## config.mk

```make
export PLATFORM = sky130hd
export DESIGN_NAME = reg_bus_master
export DESIGN_NICKNAME = d
export VERILOG_FILES = /design/src/rtl/reg_bus_master.sv
export SDC_FILE = /design/constraint.sdc
export NUM_CORES = 1
export LEC_CHECK = 0
export BUFFER_PORTS_ARGS = -buffer_cell sky130_fd_sc_hd__buf_2
export CAP_MARGIN = 25
export CORE_MARGIN = 4
export CORE_UTILIZATION = 41
export DETAILED_ROUTE_END_ITERATION = 10
export PLACE_DENSITY = 0.75
export SETUP_SLACK_MARGIN = 0.15
export SYNTH_ARGS = -nofsm -noshare
export SYNTH_HDL_FRONTEND = slang
export SYNTH_SLANG_ARGS = --single-unit
```

## constraint.sdc

```tcl
create_clock -name clk -period 2.5 [get_ports clk]
set_input_delay 0.5 -clock clk [delete_from_list [all_inputs] [get_ports clk]]
set_output_delay 0.5 -clock clk [all_outputs]
set_load 0.005 [all_outputs]
```

## src/rtl/reg_bus_master.sv

```systemverilog
// Register bus master: turns a valid/ready command stream into single-cycle
// register strobes and returns one response per command.
`ifndef REG_ADDR_SZ
`define REG_ADDR_SZ 8
`endif
`ifndef REG_DATA_SZ
`define REG_DATA_SZ 32
`endif

module reg_bus_master #(
    parameter int ADDR_SZ      = `REG_ADDR_SZ,
    parameter int DATA_SZ      = `REG_DATA_SZ,
    parameter int READ_LATENCY = 1
) (
    input  logic               clk,
    input  logic               rst,
    input  logic               cmd_valid,
    output logic               cmd_ready,
    input  logic               cmd_wr,
    input  logic [ADDR_SZ-1:0] cmd_addr,
    input  logic [DATA_SZ-1:0] cmd_wdata,
    output logic               rsp_valid,
    input  logic               rsp_ready,
    output logic               rsp_wr,
    output logic [DATA_SZ-1:0] rsp_rdata,
    output logic               reg_rd_en,
    output logic               reg_wr_en,
    output logic [ADDR_SZ-1:0] reg_addr,
    output logic [DATA_SZ-1:0] reg_wr_data,
    input  logic [DATA_SZ-1:0] reg_rd_data
);

    localparam logic [1:0] IDLE  = 2'd0;
    localparam logic [1:0] ISSUE = 2'd1;
    localparam logic [1:0] WAIT  = 2'd2;
    localparam logic [1:0] RESP  = 2'd3;

    localparam logic [2:0] LAT = 3'(READ_LATENCY);

    generate
        if (READ_LATENCY < 1 || READ_LATENCY > 7) begin : g_bad_latency
            $error("reg_bus_master: READ_LATENCY must be in 1..7");
        end
    endgenerate

    logic [1:0]         state;
    logic               wr_q;
    logic [ADDR_SZ-1:0] addr_q;
    logic [DATA_SZ-1:0] wdata_q;
    logic [2:0]         cnt;

    // Strobes decode from state so an asynchronous reset drops them at once.
    assign cmd_ready   = (state == IDLE) && !rst;
    assign rsp_valid   = (state == RESP);
    assign reg_wr_en   = (state == ISSUE) && wr_q;
    assign reg_rd_en   = (state == ISSUE) && !wr_q;
    assign reg_addr    = addr_q;
    assign reg_wr_data = wdata_q;

    always_ff @(posedge clk or posedge rst) begin
        if (rst) begin
            state     <= IDLE;
            wr_q      <= 1'b0;
            addr_q    <= '0;
            wdata_q   <= '0;
            cnt       <= '0;
            rsp_wr    <= 1'b0;
            rsp_rdata <= '0;
        end else begin
            case (state)
                IDLE: begin
                    if (cmd_valid && cmd_ready) begin
                        wr_q    <= cmd_wr;
                        addr_q  <= cmd_addr;
                        wdata_q <= cmd_wr ? cmd_wdata : '0;
                        state   <= ISSUE;
                    end
                end
                ISSUE: begin
                    if (wr_q) begin
                        rsp_wr    <= 1'b1;
                        rsp_rdata <= '0;
                        state     <= RESP;
                    end else begin
                        cnt   <= LAT;
                        state <= WAIT;
                    end
                end
                WAIT: begin
                    cnt <= cnt - 3'd1;
                    if (cnt == 3'd1) begin
                        rsp_wr    <= 1'b0;
                        rsp_rdata <= reg_rd_data;
                        state     <= RESP;
                    end
                end
                default: begin
                    if (rsp_ready) begin
                        state <= IDLE;
                    end
                end
            endcase
        end
    end

endmodule

```

==> results.md <==
* Status: finished clean
* Vias in the first global route at 2481
* CP Max Fanout at 5
* Clock latency on the worst-skew pair at 0.35 ns
* Type of origin of the critical path: flip-flop
* Yosys top cell by area: dfrtp_1
* Share of post-route cells with drive strength above 1 at 0.411
* Clk root buf: clkbuf_8
* Worst VDD drop at 0.418 mV
* Min Tclk post-route at 2.07 ns
* IO Count at 154
* Total CTS buffers at 9
* Yosys top cell area share at 0.628
* Routed via count at 2558
* Ranking of synthesized cells by area: dfrtp_1 63%, a22o_1 9.2%, nand2_1 7.9%
* FP Rows at 31
* Pin count of the biggest net entering global routing at 50
* Core area at 7370 um^2
* Hold WC Path Type: in -> async
* RSZ-0062 raised after global routing: no
* # port buffers at 153
* First-pass GRT wire length at 11700 um
* Wirelength per Cell at 14.2 um
* Commonest register cell after synthesis: dfrtp_1
* CTS tree: yes
* Leakage at 2.29 nW
* Full die area at 9140 um^2
* Seq cells post-synth at 79
* Relative slew slack at 0.641
* Netlist cell types at 23
* Pre-CTS setup slack at 0.604 ns
* TNS Setup at 0 ns
* Antenna Nets Post-Route at 0
* Layout area overhead at 34.4%
* Setup Skew at 0.0110 ns
* DRC at 0
* Post-placement cell area at 4020 um^2
* Yosys warning total at 0
* Syn_nets at 360
* Max-cap violations at 0
* Placed cells at 516
* Die X at 95.6 um
* Final period util at 0.830
* Synth Area per Inst at 11.4 um^2
* Setup CP Type: reg -> out
* All-Layer GR Usage at 0.166
* Post-synthesis sequential area ratio at 0.628
* Hold buffers post-CTS at 0
* Final WS setup at 0.426 ns
* Maximum clock frequency at 0.482 GHz
* EDFF count, synth at 0
* Post-Route WL at 7550 um
* Final cell count without fillers at 532
* Design area at 4230 um^2
* Antenna violations before repair at 0
* DRT Pass-1 Iters at 4
* Nets at 513
* Initial Utilization at 0.427
* Final HPWL DP at 5650 um
* Synth Instances at 275
* Worst-path clk slew at 0.09 ns
* Slew Limit Fails at 0
* H-tree depth at 3
* Final hold vios at 0
* CP Launch Point: state[1]
* Post-Syn Area at 3150 um^2
* Crit. End Element: primary output
* Power Density at 1250 nW/um^2
* GRT overflow at 0
* Clk sinks at 79
* Die Span Y at 95.6 um
* Post-synth ARST share at 1.00
* Worst-Margin Slew at 0.539 ns
* Worst Path Required at 2.00 ns
* Vias/cell at 4.81
* Post-CTS Setup Inserts at 0
* Longest Clk Path Bufs at 2
* Gp weighted congestion at 0.725
* Ant. Diodes at 0
* CTS resizes at 0
* Crit path DAT at 1.57 ns
* Final setup fails at 0
* RR Startpoint: state[1]
* DRT iter0 DRCs at 48
## routing by layer
layer / GRT usage / vias up / share of wire
met5: 0 / - / 0
met4: 0.0889 / 0 / 0.024
met3: 0.0505 / 13 / 0.11
met2: 0.255 / 123 / 0.44
met1: 0.211 / 1173 / 0.42
li1: - / 1249 / -
## worst max-delay path, stage by stage, from the launching register on
cell and delay, ns:
dfrtp_1 0.43, inv_1 0.14, ha_1 0.23, nor2b_1 0.26, buf_2 0.17
## cell families (layout without fill, tap and decap cells)
| kind of cell | count (synthesis) | count (layout) | share of synthesized area |
|---|---|---|---|
| muxes | 11 | 11 | 0.0394 |
| buffers and inverters | 24 | 182 | 0.0358 |
| DFF | 79 | 79 | 0.628 |
| AOI/OAI and AO/OA | 74 | 74 | 0.162 |
| adders and majority gates | 8 | 8 | 0.0318 |
| and+or+nand+nor | 79 | 79 | 0.103 |
## sequential cells by signal, indices dropped and copies added (netlist names)
name         flops
rsp_wr           1
rsp_rdata       32
wr_q             1
reg_addr         8
cnt              3
reg_wr_data     32
state            2
## layout make-up
type	instances	area (um^2)
multi-input combinational	172	1060
tap	99	124
inverter	6	26.3
timing repair buffer	160	831
clock buffer	10	128
clock inverter	6	85.1
fill	664	3140
sequential	79	1980
## report_power, final
part	switching, mW	total, mW	internal, mW
registers	0.311	2.18	1.87
logic	1.06	2.10	1.04
clock network	0.449	1.01	0.559
total	1.82	5.29	3.47
## worst paths after layout
check                            endpoint  cells past startpoint  slack (ns)
max                             reg_rd_en                      4        0.43
min                        reg_wr_data[2]                      3        0.23
max reg2reg                      state[1]                      5        0.62
min reg2reg                reg_wr_data[9]                      2        0.48
max in group asynchronous     reg_addr[2]                      3        1.93
min in group clk            rsp_rdata[11]                      2        0.36
## metrics by stage
step            util  hold WS (ns)  power (mW)
4_1_cts        0.574         0.231        5.37
6_report       0.574         0.231        5.29
3_3_place_gp   0.545         0.464        4.25
3_5_place_dp   0.545         0.471        4.34
2_1_floorplan      -         0.450        3.45
5_1_grt        0.574         0.254        5.72
## synthesized netlist by cell type, types with 3 or more instances
master	count
inv_1	6
nor2_1	3
nand2_1	66
clkbuf_1	5
nand2b_1	5
buf_2	9
dfrtp_1	79
o21ai_1	33
buf_4	3
ha_1	8
a22o_1	33
mux2_1	11
## layout by cell type (no fill, tap or decap)
cell	netlist	layout
clkinvlp_4	0	3
a211oi_1	1	1
mux2_1	11	11
and2_1	1	1
a22oi_1	1	1
inv_1	6	5
nand3b_1	2	2
o21ai_0	1	1
bufinv_16	0	2
buf_2	9	153
clkinv_2	0	2
nor2_2	0	1
ha_1	8	8
a21o_1	1	1
o21ai_1	33	33
a21bo_2	1	1
nor2_1	3	2
o21bai_1	1	1
nand2_1	66	66
buf_12	0	1
nand2b_1	5	5
a22o_1	33	33
nor2b_1	2	2
dfrtp_1	79	79
clkbuf_8	0	9
buf_4	3	6
a21oi_1	2	2
clkbuf_1	5	1
Power figures use the tool's default switching activity.
